**config.mk**
```make
export PLATFORM = sky130hd
export DESIGN_NAME = stream_arb2
export DESIGN_NICKNAME = d
export VERILOG_FILES = /design/src/rtl/stream_arb2_pkg.sv /design/src/rtl/stream_arb2_rr_grant2.sv /design/src/rtl/stream_arb2.sv
export SDC_FILE = /design/constraint.sdc
export NUM_CORES = 1
export LEC_CHECK = 0
export CORE_MARGIN = 4
export CORE_UTILIZATION = 37
export DETAILED_ROUTE_END_ITERATION = 8
export PLACE_DENSITY_LB_ADDON = 0.08
export RECOVER_POWER = 50
export SYNTH_ARGS = -nofsm -noshare
export SYNTH_HDL_FRONTEND = slang
export SYNTH_SLANG_ARGS = --single-unit
```
**constraint.sdc**
```tcl
create_clock -name clk -period 2.13 [get_ports clk]
set_clock_uncertainty 0.2 [all_clocks]
set_input_delay 0.639 -clock clk [delete_from_list [all_inputs] [get_ports clk]]
set_output_delay 0.639 -clock clk [all_outputs]
set_load 0.02 [all_outputs]
```
**src/rtl/stream_arb2_pkg.sv**
```systemverilog
// -----------------------------------------------------------------------------
// stream_arb2_pkg
// Shared types and constants for the two-input round-robin stream arbiter.
//   out_state_t : output register occupancy (EMPTY / FULL)
//   PRIO_A/B    : encoding of the one-bit priority register
//   CNT_W/MAX   : width and saturation value of the optional grant counters
//                 (only used when STREAM_ARB2_CNT_EN is defined)
// -----------------------------------------------------------------------------
package stream_arb2_pkg;

    typedef enum logic {
        EMPTY = 1'b0,
        FULL  = 1'b1
    } out_state_t;

    localparam logic        PRIO_A  = 1'b0;
    localparam logic        PRIO_B  = 1'b1;
    localparam int unsigned CNT_W   = 16;
    localparam logic [15:0] CNT_MAX = 16'hFFFF;

endpackage : stream_arb2_pkg

```
**src/rtl/stream_arb2_rr_grant2.sv**
```systemverilog
// -----------------------------------------------------------------------------
// rr_grant2
// Purely combinational two-requester grant with a one-bit priority input.
// Ports:
//   req_i[1:0] : request vector, bit 0 = A, bit 1 = B
//   prio_i     : PRIO_A (0) prefers A, PRIO_B (1) prefers B on contention
//   gnt_o[1:0] : one-hot grant (all zero when nothing requests)
// -----------------------------------------------------------------------------
module rr_grant2
    import stream_arb2_pkg::*;
(
    input  logic [1:0] req_i,
    input  logic       prio_i,
    output logic [1:0] gnt_o
);

    always_comb begin
        gnt_o = req_i;
        if (req_i == 2'b11) begin
            gnt_o = (prio_i == PRIO_A) ? 2'b01 : 2'b10;
        end
    end

endmodule : rr_grant2

```
**src/rtl/stream_arb2.sv**
```systemverilog
// -----------------------------------------------------------------------------
// stream_arb2
// Two-input round-robin stream arbiter with a single registered output stage.
// The registered sel tag follows the downstream 2:1 mux convention:
// sel = 1 selects A, sel = 0 selects B.
//
// Optional feature: define STREAM_ARB2_CNT_EN to add saturating 16-bit grant
// counters cnt_a / cnt_b.
//
// Handshake: a beat moves across an interface on a rising edge where both
// valid and ready are high. Ready may depend on valid (a_ready looks at
// b_valid for arbitration); valid must never depend on ready.
//
// Ports:
//   clk, rst              : clock, synchronous active-high reset
//   a_valid/a_data/a_ready: producer A stream
//   b_valid/b_data/b_ready: producer B stream
//   out_valid/out_data    : registered output beat
//   out_ready             : consumer ready
//   sel                   : registered source tag of out_data (1 = A, 0 = B)
//   cnt_a, cnt_b          : grant counters (STREAM_ARB2_CNT_EN only)
//   dbg_state_o           : output FSM state, for checkers
//   dbg_prio_o            : priority register, for checkers
// -----------------------------------------------------------------------------
module stream_arb2
    import stream_arb2_pkg::*;
#(
    parameter int unsigned DATA_W = 8
) (
    input  logic              clk,
    input  logic              rst,

    input  logic              a_valid,
    input  logic [DATA_W-1:0] a_data,
    output logic              a_ready,

    input  logic              b_valid,
    input  logic [DATA_W-1:0] b_data,
    output logic              b_ready,

    output logic              out_valid,
    output logic [DATA_W-1:0] out_data,
    input  logic              out_ready,
    output logic              sel,

`ifdef STREAM_ARB2_CNT_EN
    output logic [CNT_W-1:0]  cnt_a,
    output logic [CNT_W-1:0]  cnt_b,
`endif

    output out_state_t        dbg_state_o,
    output logic              dbg_prio_o
);

    out_state_t        state_q, state_d;
    logic [DATA_W-1:0] data_q, data_d;
    logic              sel_q, sel_d;
    logic              prio_q, prio_d;

    logic              load_en;
    logic [1:0]        gnt;
    logic              accept_a;
    logic              accept_b;

    // Stage can take a beat when empty, or when full and draining this edge.
    assign load_en = (state_q == EMPTY) || out_ready;

    rr_grant2 u_grant (
        .req_i  ({b_valid, a_valid}),
        .prio_i (prio_q),
        .gnt_o  (gnt)
    );

    // Readies are forced low during reset so no beat is lost to the reset edge.
    assign a_ready  = load_en && gnt[0] && !rst;
    assign b_ready  = load_en && gnt[1] && !rst;
    assign accept_a = a_valid && a_ready;
    assign accept_b = b_valid && b_ready;

    always_comb begin
        state_d = state_q;
        data_d  = data_q;
        sel_d   = sel_q;
        prio_d  = prio_q;
        if (accept_a) begin
            state_d = FULL;
            data_d  = a_data;
            sel_d   = 1'b1;
            prio_d  = PRIO_B;
        end else if (accept_b) begin
            state_d = FULL;
            data_d  = b_data;
            sel_d   = 1'b0;
            prio_d  = PRIO_A;
        end else if (state_q == FULL && out_ready) begin
            // Drain without refill: data and sel keep their last value.
            state_d = EMPTY;
        end
    end

    always_ff @(posedge clk) begin
        if (rst) begin
            state_q <= EMPTY;
            data_q  <= '0;
            sel_q   <= 1'b0;
            prio_q  <= PRIO_A;
        end else begin
            state_q <= state_d;
            data_q  <= data_d;
            sel_q   <= sel_d;
            prio_q  <= prio_d;
        end
    end

    assign out_valid   = (state_q == FULL);
    assign out_data    = data_q;
    assign sel         = sel_q;
    assign dbg_state_o = state_q;
    assign dbg_prio_o  = prio_q;

`ifdef STREAM_ARB2_CNT_EN
    logic [CNT_W-1:0] cnt_a_q, cnt_a_d;
    logic [CNT_W-1:0] cnt_b_q, cnt_b_d;

    // Saturating increment: the counters stick at CNT_MAX instead of wrapping.
    always_comb begin
        cnt_a_d = cnt_a_q;
        cnt_b_d = cnt_b_q;
        if (accept_a && cnt_a_q != CNT_MAX) begin
            cnt_a_d = cnt_a_q + 1'b1;
        end
        if (accept_b && cnt_b_q != CNT_MAX) begin
            cnt_b_d = cnt_b_q + 1'b1;
        end
    end

    always_ff @(posedge clk) begin
        if (rst) begin
            cnt_a_q <= '0;
            cnt_b_q <= '0;
        end else begin
            cnt_a_q <= cnt_a_d;
            cnt_b_q <= cnt_b_d;
        end
    end

    assign cnt_a = cnt_a_q;
    assign cnt_b = cnt_b_q;
`endif

endmodule : stream_arb2

```
==> impl_metrics.json <==
{
  "critPathCapture": "b_ready",
  "num-nets-final": 132,
  "antenna_found_initial": 0,
  "cts_tree": "done",
  "peakVddDrop_mv": 0.438,
  "die_w_um": 49.9,
  "fmax_mhz": 470,
  "p_leak_uw": 0.000413,
  "synth_nets": 89,
  "cts_buffers": 3,
  "routed_wl_mm": 1.99,
  "setup_viol": 0,
  "crit_start": "a_valid",
  "ys_seq_area_frac": 0.308,
  "design_area_um2": 1100,
  "synthCells": 68,
  "r2r-end": "out_data[0]$_SDFFE_PP0P_",
  "hp-class": "flop to flop",
  "track_usage": 0.177,
  "gp_congestion": 0.774,
  "cellPowerDensity_nw_per_um2": 507,
  "drtIter0Drc": 6,
  "slew_headroom": 0.707,
  "post-route-util": 0.697,
  "yosysWarnings": 0,
  "grt_pass1_vias": 756,
  "start_kind": "input port",
  "yosysUniqueCellTypes": 20,
  "vias": 742,
  "num_antenna_cells": 0,
  "cts_root_buf": "clkbuf_4",
  "routed_via_density": 5.94,
  "cts_max_path_buffers": 2,
  "max_stage_delay_ns": 0.35,
  "crit_chain": "buf_8, a2111oi_4, buf_4",
  "grt_pass1_wl_mm": 3.43,
  "syn2layout_area_growth_pct": 69.2,
  "worstRegToRegCells": 5,
  "dpl.hpwl_mm": 1.46,
  "first_pass_iters": 4,
  "layout-drive-gt1-share": 0.330,
  "dieHeight_um": 49.9,
  "power.total_uw": 557,
  "most-common-layout-cells": "24 x clkdlybuf4s50_1, 13 x buf_4, 10 x dfxtp_1, 9 x a31oi_1",
  "die-area_um2": 2490,
  "reg2reg_slack_ns": 0.58,
  "grt_overflow_total": 0,
  "grt_max_degree": 18,
  "finalCriticalPeriod_ns": 2.13,
  "io_pins": 35,
  "cts_sinks": 10,
  "outcome": "complete, no violations",
  "end_kind": "primary output",
  "fin_crit_sh": 0.998,
  "required_ns": 1.29,
  "hold_violations": 0,
  "core_region_area_um2": 1580,
  "htree_levels": 1,
  "placed_cell_area_um2": 1070,
  "path_class": "input port to primary output",
  "drc": 0,
  "critPathSlowestCell": "a2111oi_4",
  "holdBufCountCts": 0,
  "ys_ff_latch": 10,
  "rsz0062_at_grt": "yes",
  "clk_pin_slew_ns": 0.06,
  "synthesis.area_um2": 649,
  "clock_latency_ns": 0.26,
  "critPathArrivalTime_ns": 1.29,
  "initial_core_util": 0.412,
  "final_common_cell": "clkdlybuf4s50_1",
  "rows": 14,
  "wire_per_inst_um": 15.9,
  "numPortBuffers": 34,
  "ant_nets": 0,
  "path_max_fanout": 3,
  "r2r-start": "dbg_state_o$_SDFFE_PP0P_",
  "finalMaxSlewViolations": 0,
  "worst_pin_slew_ns": 0.439,
  "maxCapViolCount": 0,
  "synth_area_per_cell_um2": 9.55
}
-- area by class of cell --
type                            count  area [µm²]
Clock buffer                        3        22.5
Fill cell                         138         478
Inverter                            3        11.3
Multi-Input combinational cell     43         400
Sequential cell                    10         200
Tap cell                           16        20.0
Timing Repair Buffer               50         444
-- where the power goes --
part | internal [µW] | switching, µW | total (µW)
Clock | 65.2 | 62.5 | 128
Sequential | 202 | 7.76 | 210
Combinational | 113 | 106 | 219
-- stage by stage --
stage / worst slack, ns / hold slack [ns] / instances / setup TNS [ns]
finish: 0.00328 / 0.378 / 125 / 0
global route: -0.0354 / 0.399 / 125 / -0.100
CTS: 0.000809 / 0.386 / 124 / 0
detailed placement: -0.988 / 0.377 / 121 / -3.70
global placement: -0.927 / 0.367 / 121 / -3.51
floorplan: -0.0251 / 0.449 / 68 / -0.0486
-- cells in the mapped netlist --
master	n	area [µm²]
buf_6	2	22.5
inv_1	2	7.51
buf_4	2	15.0
inv_2	1	3.75
o21a_1	2	15.0
o31ai_1	8	60.1
nand2b_1	1	6.26
a21boi_1	1	7.51
a21bo_1	1	10.0
a2111oi_0	1	8.76
a311oi_2	8	120
dfxtp_1	10	200
clkbuf_1	2	7.51
buf_2	6	30.0
a31oi_1	9	56.3
nor3_1	1	5.00
or2_1	1	6.26
nor2b_1	1	6.26
nand4_1	8	50.1
and3_4	1	11.3
-- repair_timing --
| item | CTS | global route |
|---|---|---|
| endpoints found under the hold margin | 0 | 0 |
| resized for setup | 37 | 5 |
| setup endpoints to repair | 6 | 2 |
| pin swaps | 1 | 1 |
| buffers inserted | 0 | 1 |
| cloned | 0 | 0 |
-- worst min path at each step --
stage | startpoint | to | slack [ns] | cells after the start
6_report | out_data[3]$_SDFFE_PP0P_ | out_data[3]$_SDFFE_PP0P_ | 0.38 | 2
4_1_cts | out_data[3]$_SDFFE_PP0P_ | out_data[3]$_SDFFE_PP0P_ | 0.39 | 2
3_5_place_dp | out_data[3]$_SDFFE_PP0P_ | out_data[3]$_SDFFE_PP0P_ | 0.38 | 2
2_1_floorplan | out_data[0]$_SDFFE_PP0P_ | out_data[0]$_SDFFE_PP0P_ | 0.45 | 2
3_3_place_gp | out_data[4]$_SDFFE_PP0P_ | out_data[4]$_SDFFE_PP0P_ | 0.37 | 2
5_1_grt | out_data[1]$_SDFFE_PP0P_ | out_data[1]$_SDFFE_PP0P_ | 0.40 | 2
-- registers in the layout, summed over array words and instances, names as in the netlist --
name         cells
dbg_prio_o       1
dbg_state_o      1
out_data         8
-- critical path: cells and delay by family --
kind | cells | cell delay [ns]
buf+inv | 2 | 0.30
compound gates | 1 | 0.35
-- metal layers --
| metal | routed length [µm] | GRT usage | vias to the layer above | part of all wire |
|---|---|---|---|---|
| li1 | - | - | 355 | - |
| met1 | 875 | 0.203 | 359 | 0.44 |
| met2 | 955 | 0.291 | 24 | 0.48 |
| met3 | 131 | 0.0723 | 4 | 0.066 |
| met4 | 31 | 0.0645 | 0 | 0.016 |
| met5 | 0 | 0 | - | 0 |
-- kinds of logic after synthesis --
kind of cell    after synthesis  share of synthesized area
simple gates                 13                      0.131
flops                        10                      0.308
compound gates               30                      0.428
buf+inv                      15                      0.133
Note: power is estimated with default switching activity, not from simulation.
